==> config.mk <==
export PLATFORM = sky130hd
export DESIGN_NAME = ysyx_24100006_pipe_stage
export DESIGN_NICKNAME = d
export VERILOG_FILES = /design/src/rtl/ysyx_24100006_pipe_stage.sv
export SDC_FILE = /design/constraint.sdc
export NUM_CORES = 1
export LEC_CHECK = 0
export CAP_MARGIN = 20
export CORE_ASPECT_RATIO = 1.1
export CORE_MARGIN = 2
export CORE_UTILIZATION = 45
export DETAILED_ROUTE_END_ITERATION = 7
export PLACE_DENSITY_LB_ADDON = 0.2
export SLEW_MARGIN = 15
export SYNTH_ARGS = -nofsm -noshare
export SYNTH_HDL_FRONTEND = slang
export SYNTH_SLANG_ARGS = --single-unit
==> constraint.sdc <==
create_clock -name clk -period 1.8 [get_ports clk]
set_clock_uncertainty 0.1 [all_clocks]
set_input_delay 0.36 -clock clk [delete_from_list [all_inputs] [get_ports clk]]
set_output_delay 0.36 -clock clk [all_outputs]
set_load 0.005 [all_outputs]
==> src/rtl/ysyx_24100006_pipe_stage.sv <==
// ysyx_24100006_pipe_stage: valid/ready pipeline stage with optional skid entry, flush and redirect kill
//   clk, reset (async active-low)
//   in_valid/in_ready/in_data/in_redirect     : upstream handshake and entry
//   out_valid/out_ready/out_data/out_redirect : downstream handshake, driven straight from the head entry
//   flush_i                                   : drop every stored entry and any same-cycle accept
//   occupancy                                 : number of valid entries (head + skid)
module ysyx_24100006_pipe_stage #(
  parameter int DATA_W = 32,
  parameter int SKID = 1,
  parameter int KILL_ON_REDIRECT = 1
) (
  input  logic              clk,
  input  logic              reset,
  input  logic              in_valid,
  output logic              in_ready,
  input  logic [DATA_W-1:0] in_data,
  input  logic              in_redirect,
  output logic              out_valid,
  input  logic              out_ready,
  output logic [DATA_W-1:0] out_data,
  output logic              out_redirect,
  input  logic              flush_i,
  output logic [1:0]        occupancy
);
  localparam bit HAS_S = SKID != 0;
  localparam bit KILL = KILL_ON_REDIRECT != 0;
  logic              h_v_q, h_v_d, h_r_q, h_r_d, s_v_q, s_v_d, s_r_q, s_r_d;
  logic [DATA_W-1:0] h_data_q, h_data_d, s_data_q;
  logic              in_fire, out_fire, kill, drop, h_ld_in, h_ld_s, s_ld, h_we, s_we;
  assign out_valid = h_v_q;
  assign out_data = h_data_q;
  assign out_redirect = h_r_q;
  assign occupancy = {1'b0, h_v_q} + {1'b0, s_v_q};
  // with a skid entry, ready depends only on state so no comb path crosses the stage
  assign in_ready = HAS_S ? !s_v_q : (!h_v_q || out_ready);
  always_comb begin
    in_fire = in_valid && in_ready;
    out_fire = h_v_q && out_ready;
    kill = KILL && out_fire && h_r_q;
    drop = flush_i || kill;
    h_ld_s = HAS_S && out_fire && s_v_q;
    h_ld_in = in_fire && (!h_v_q || (out_fire && !s_v_q));
    s_ld = HAS_S && in_fire && h_v_q && !out_fire;
    h_we = !drop && (h_ld_in || h_ld_s);
    s_we = !drop && s_ld;
    h_data_d = h_ld_s ? s_data_q : in_data;
    h_v_d = drop ? 1'b0 : h_we ? 1'b1 : out_fire ? 1'b0 : h_v_q;
    h_r_d = drop ? 1'b0 : h_ld_s ? s_r_q : h_ld_in ? in_redirect : out_fire ? 1'b0 : h_r_q;
    s_v_d = drop ? 1'b0 : s_ld ? 1'b1 : h_ld_s ? 1'b0 : s_v_q;
    s_r_d = drop ? 1'b0 : s_ld ? in_redirect : h_ld_s ? 1'b0 : s_r_q;
  end
  always_ff @(posedge clk or negedge reset) begin
    if (!reset) begin
      h_v_q <= 1'b0;
      h_r_q <= 1'b0;
      s_v_q <= 1'b0;
      s_r_q <= 1'b0;
      h_data_q <= '0;
      s_data_q <= '0;
    end else begin
      h_v_q <= h_v_d;
      h_r_q <= h_r_d;
      s_v_q <= s_v_d;
      s_r_q <= s_r_d;
      if (h_we) h_data_q <= h_data_d;
      if (s_we) s_data_q <= in_data;
    end
  end
endmodule

==> flow_summary.json, run 1 <==
{
  "status": "finished, violations left",
  "violations": "setup timing",
  "maxCapViolations": 0,
  "cts_buffers": 9,
  "final_cells": 386,
  "setup-tns-final_ps": -364,
  "ys_ff_latch": 68,
  "min_period_ps": 1820,
  "pre_cts_ws_ps": -398,
  "yosysUniqueCellTypes": 30,
  "cp.required_ps": 1910,
  "layout_common_cells": "68 x dfrtp_1, 67 x mux2_2, 67 x clkdlybuf4s50_1, 27 x mux2_4, 12 x buf_4",
  "ir_drop_mv": 0.775,
  "cts_sinks": 68,
  "max_freq_mhz": 548,
  "ant_nets": 0,
  "wl_per_cell_um": 16.5,
  "path_buf_inv": 2,
  "final_common_cell": "dfrtp_1",
  "max_stage_delay_ps": 540,
  "yosysWarnings": 0,
  "power_density_nw_per_um2": 1080,
  "tightestPinTransition_ps": 351,
  "cts_root_buf": "clkbuf_8",
  "h-tree-depth": 3,
  "avgViaCountPerCell": 5.06,
  "diodes": 0,
  "routed_wl_mm": 6.39,
  "gr-total-overflow": 0,
  "io_buffers": 74,
  "place_hpwl_mm": 3.93,
  "num_vias": 1955,
  "die-area_sq_um": 7640,
  "fp-row-count": 31,
  "leakagePower_nw": 1.97,
  "start_kind": "input pin",
  "grt_max_degree": 69,
  "start_util": 0.469,
  "drcViolationCount": 0,
  "ctsLongestPathBuffers": 2,
  "clk_pin_slew_ps": 70,
  "worstSetupEndpointType": "register",
  "rsz0062_at_grt": "yes",
  "path_class": "in -> reg",
  "antenna_found_initial": 0,
  "crit_family": "buffers and inverters",
  "finalHoldViolCount": 0,
  "dp.cells": 362,
  "arrival_ps": 1940,
  "period_share": 1.01,
  "syn_inst": 202,
  "io_pins": 75,
  "crit_slowest_cell": "clkdlybuf4s50_1",
  "drive_gt1_frac": 0.464,
  "yosysSeqAreaShare": 0.543,
  "postSynthAreaPerCell_sq_um": 15.5,
  "netlist_area_sq_um": 3130,
  "hold_path_class": "reg -> reg",
  "grt_pass1_vias": 2066,
  "grt_pass1_wl_mm": 10.3,
  "first_pass_iters": 4,
  "maxSlewViolCount": 0,
  "place_congestion": 0.719,
  "relSlewSlack": 0.766,
  "final-setup-viol-count": 41,
  "cts_tree": "yes",
  "fp.coreArea_sq_um": 6670,
  "synthesis.nets": 241,
  "die_w_um": 83.5,
  "crit_chain": "clkdlybuf4s50_1 -> nor4_4 -> buf_4 -> mux2_2",
  "drtIter0Drc": 59,
  "clkLatencyLatePin_ps": 330,
  "grt_usage": 0.173,
  "finalWorstSetupSlack_ps": -23.9,
  "area_growth_pct": 41.6,
  "nNetsFinal": 339,
  "critPathMaxFanout": 17,
  "die_h_um": 91.5
}
per-layer routing:
metal | GRT usage | share of wire
met5 | 0 | 0
met4 | 0.0766 | 0.014
met3 | 0.0455 | 0.041
met2 | 0.261 | 0.46
met1 | 0.234 | 0.48
kinds of logic after synthesis:
logic type,count (synthesis),share of synthesized area
multiplexers,96,0.356
adder cells (fa/ha/maj),1,0.00399
AND/OR/NAND/NOR,15,0.0380
flip-flops,68,0.543
buffers and inverters,13,0.0340
AO/OA/AOI/OAI,9,0.0248
flip-flops by register name, summed over array words and instances (netlist names):
| signal | count |
|---|---|
| out_data | 32 |
| s_v_q | 1 |
| out_redirect | 1 |
| s_data_q | 32 |
| s_r_q | 1 |
| out_valid | 1 |
worst paths after layout:
kind	startpoint	to	slack [ps]	cells after the start
setup / recovery	flush_i	s_data_q[17]$_DFFE_PN0P_	-20	4
hold / removal	s_data_q[30]$_DFFE_PN0P_	s_data_q[30]$_DFFE_PN0P_	390	1
setup reg to reg	out_valid$_DFFE_PN0P_	out_data[12]$_DFFE_PN0P_	-10	7
hold reg to reg	s_data_q[30]$_DFFE_PN0P_	s_data_q[30]$_DFFE_PN0P_	390	1
max in group asynchronous	reset	s_data_q[25]$_DFFE_PN0P_	840	3
min in group asynchronous	reset	out_data[4]$_DFFE_PN0P_	480	3
synth_stat cells:
cell type,count,area share
mux2_2,85,0.31
nor2_1,2,0.0024
o21ai_0,1,0.0016
nand3_1,1,0.0016
mux2_1,2,0.0072
a31o_2,1,0.0028
ha_1,1,0.0040
buf_6,6,0.022
a221oi_1,1,0.0028
dfrtp_1,68,0.54
inv_1,1,0.0012
nor4_4,1,0.0068
nand4_1,1,0.0020
a21o_1,1,0.0024
nand4b_1,1,0.0028
nor2b_1,1,0.0020
a211oi_4,1,0.0064
or2_2,1,0.0020
mux2_4,9,0.043
nand3b_1,1,0.0024
or3b_2,1,0.0028
a31oi_1,1,0.0020
nand3_2,1,0.0032
a21oi_1,1,0.0016
a21boi_0,1,0.0024
nand2_1,3,0.0036
buf_2,4,0.0064
nand3b_4,1,0.0064
a22o_1,1,0.0028
buf_4,2,0.0048
report_power, final:
| part | switching [mW] | leakage (nW) | internal (mW) | total (mW) |
|---|---|---|---|---|
| Sequential | 0.251 | 0.825 | 2.01 | 2.27 |
| Combinational | 0.406 | 1.05 | 1.05 | 1.45 |
| Clock | 0.516 | 0.0893 | 0.564 | 1.08 |
| Total | 1.17 | 1.97 | 3.63 | 4.80 |
cell type report:
class                   instances  area (sq um)
inverters                       1          3.75
well taps                      82           103
clock inverters                 2          10.0
multi-input cells             121          1400
repair buffers                 99          1060
fillers                       506          2240
flip-flops and latches         68          1700
clock buffers                  13           159
worst reg2reg max path, delay by kind of cell, from the launching register on:
kind	cells	cell delay [ps]
and+or+nand+nor	1	90
buffers and inverters	4	630
DFF	1	370
muxes	1	300
AOI/OAI and AO/OA	1	220
metrics by stage:
step	utilization	hold slack (ps)	area, sq um	total power [mW]
floorplan	-	-35.6	3130	2.87
global placement	0.605	310	4040	3.55
detailed placement	0.605	310	4040	3.60
CTS	0.642	391	4290	4.74
global route	0.664	404	4430	5.09
finish	0.664	386	4430	4.80
timing repair:
item                                    4_1_cts  5_1_grt
hold buffers                                  1        0
setup buffers                                 3        2
hold endpoints to repair                     68        0
resized for setup                            12       26
cloned                                        1        2
endpoints found under the setup margin       68       68
pin swaps                                     0        3
No activity file was read; power rests on OpenSTA's default activity.
==> inputs of run 2 (changes only) <==
--- a/config.mk
+++ b/config.mk
@@ -5,13 +5,12 @@
 export SDC_FILE = /design/constraint.sdc
 export NUM_CORES = 1
 export LEC_CHECK = 0
-export CAP_MARGIN = 20
 export CORE_ASPECT_RATIO = 1.1
-export CORE_MARGIN = 2
+export CORE_MARGIN = 8
 export CORE_UTILIZATION = 45
 export DETAILED_ROUTE_END_ITERATION = 7
 export PLACE_DENSITY_LB_ADDON = 0.2
-export SLEW_MARGIN = 15
+export SLEW_MARGIN = 10
 export SYNTH_ARGS = -nofsm -noshare
 export SYNTH_HDL_FRONTEND = slang
 export SYNTH_SLANG_ARGS = --single-unit
==> run 2 against run 1 <==
  * The flow still finishes with violations (setup timing)
  * Die area up 29%
  * Power rose by 0.28%
  * Combinational power up 3%
  * Fmax is 0.61% lower
  * Clock-buffer cell count fell by 2
  * Largest cell class unchanged
  * Largest power group unchanged
==> flow_summary.json, run 2 (synthesized netlist as in run 1, its figures left out) <==
{
  "worstSetupEndpointType": "register",
  "power_mw": 4.81,
  "grt_pass1_wl_mm": 11.8,
  "finalHoldViolCount": 0,
  "cts_sinks": 68,
  "critPathMaxFanout": 9,
  "die_h_um": 103,
  "fp-row-count": 32,
  "fp.coreArea_sq_um": 6890,
  "grt_usage": 0.158,
  "final_common_cell": "dfrtp_1",
  "hold_depth": 2,
  "clk_pin_slew_ps": 70,
  "num_vias": 2000,
  "leakagePower_nw": 1.98,
  "grt_max_degree": 69,
  "max_stage_delay_ps": 400,
  "area_growth_pct": 42.1,
  "gr-total-overflow": 0,
  "rsz0062_at_grt": "yes",
  "diodes": 0,
  "finalWorstSetupSlack_ps": -35.1,
  "layout_common_cells": "68 x dfrtp_1, 67 x clkdlybuf4s50_1, 62 x mux2_2, 32 x mux2_4, 10 x clkbuf_8",
  "path_class": "reg -> reg",
  "path_buf_inv": 3,
  "relSlewSlack": 0.757,
  "final_cells": 388,
  "arrival_ps": 1950,
  "ctsLongestPathBuffers": 2,
  "violations": "setup timing",
  "dp.cells": 361,
  "crit_chain": "buf_6 -> or2_4 -> a211oi_4 -> buf_6 -> buf_12 -> mux2_4",
  "power_density_nw_per_um2": 1080,
  "drtIter0Drc": 63,
  "nFillCells": 510,
  "first_pass_iters": 4,
  "setup-tns-final_ps": -493,
  "min_period_ps": 1840,
  "die_w_um": 95.5,
  "start_kind": "register",
  "cts_buffers": 9,
  "cpMostUsedCell": "buf_6",
  "holdWs_ps": 355,
  "status": "finished, violations left",
  "start_util": 0.455,
  "die-area_sq_um": 9890,
  "reg2reg_depth": 6,
  "maxCapViolations": 0,
  "io_buffers": 74,
  "routed_wl_mm": 7.15,
  "crit_slowest_cell": "dfrtp_1",
  "max_freq_mhz": 545,
  "antenna_found_initial": 0,
  "cp_num_cells": 6,
  "place_hpwl_mm": 4.26,
  "cp.required_ps": 1920,
  "crit_family": "buffers and inverters",
  "drcViolationCount": 0,
  "place_congestion": 0.808,
  "clkLatencyLatePin_ps": 340,
  "nNetsFinal": 339,
  "maxSlewViolCount": 0,
  "period_share": 1.02,
  "cts_tree": "yes",
  "cts_root_buf": "clkbuf_8",
  "tightestPinTransition_ps": 364,
  "avgViaCountPerCell": 5.15,
  "final-setup-viol-count": 27,
  "ant_nets": 0,
  "wl_per_cell_um": 18.4,
  "hold_path_class": "in -> reg",
  "grt_pass1_vias": 2308,
  "drive_gt1_frac": 0.465,
  "ir_drop_mv": 0.645,
  "io_pins": 75,
  "h-tree-depth": 3
}
run 2: changes by cell type in the layout (fill, tap and decap cells not counted), sizes merged:
cell	before	now
clkbuf	16	12
dlymetal6s2s	2	3
buf	23	25
clkinv	2	3
dlygate4sd2	2	1
run 2: area by class of cell:
class / count / area [sq um] / area share
inverters: 1 / 3.75 / 0.000844
clock buffers: 11 / 141 / 0.0318
repair buffers: 99 / 1060 / 0.239
well taps: 85 / 106 / 0.0239
flip-flops and latches: 68 / 1700 / 0.382
multi-input cells: 121 / 1420 / 0.318
clock inverters: 3 / 15.0 / 0.00337
run 2: layer usage:
metal / track usage / vias up / part of all wire
li1: - / 927 / -
met1: 0.199 / 1014 / 0.45
met2: 0.244 / 50 / 0.47
met3: 0.0462 / 9 / 0.063
met4: 0.0781 / 0 / 0.016
met5: 0 / - / 0
run 2: path summary, 6_finish.rpt:
check                                            to                     start  slack (ps)
max                        out_data[13]$_DFFE_PN0P_         s_v_q$_DFFE_PN0P_         -40
min                               s_v_q$_DFFE_PN0P_                   flush_i         360
max reg2reg                out_data[13]$_DFFE_PN0P_         s_v_q$_DFFE_PN0P_         -40
min reg2reg                s_data_q[30]$_DFFE_PN0P_  s_data_q[30]$_DFFE_PN0P_         390
max in group asynchronous  s_data_q[10]$_DFFE_PN0P_                     reset         840
min in group asynchronous   out_data[7]$_DFFE_PN0P_                     reset         460
run 2: timing repair:
action                     4_1_cts  5_1_grt
gates cloned                     6        0
hold endpoints to repair        68        0
resized for setup               43        7
setup endpoints to repair       60       68
pin swaps                        2        3
setup buffers                    7        2
hold buffers                     1        0
run 2: per-stage QoR:
stage                      util  area (sq um)  setup slack, ps
after CTS                 0.654          4510             -147
after global routing      0.646          4450            -73.7
after detailed placement  0.582          4010             -399
final                     0.646          4450            -35.1
after floorplan               -          3130             8.09
after global placement    0.582          4010             -390
run 2: power breakdown:
part / leakage [nW] / switching [mW] / internal (mW)
clock: 0.0848 / 0.546 / 0.516
sequential: 0.825 / 0.251 / 2.01
combinational: 1.07 / 0.427 / 1.06
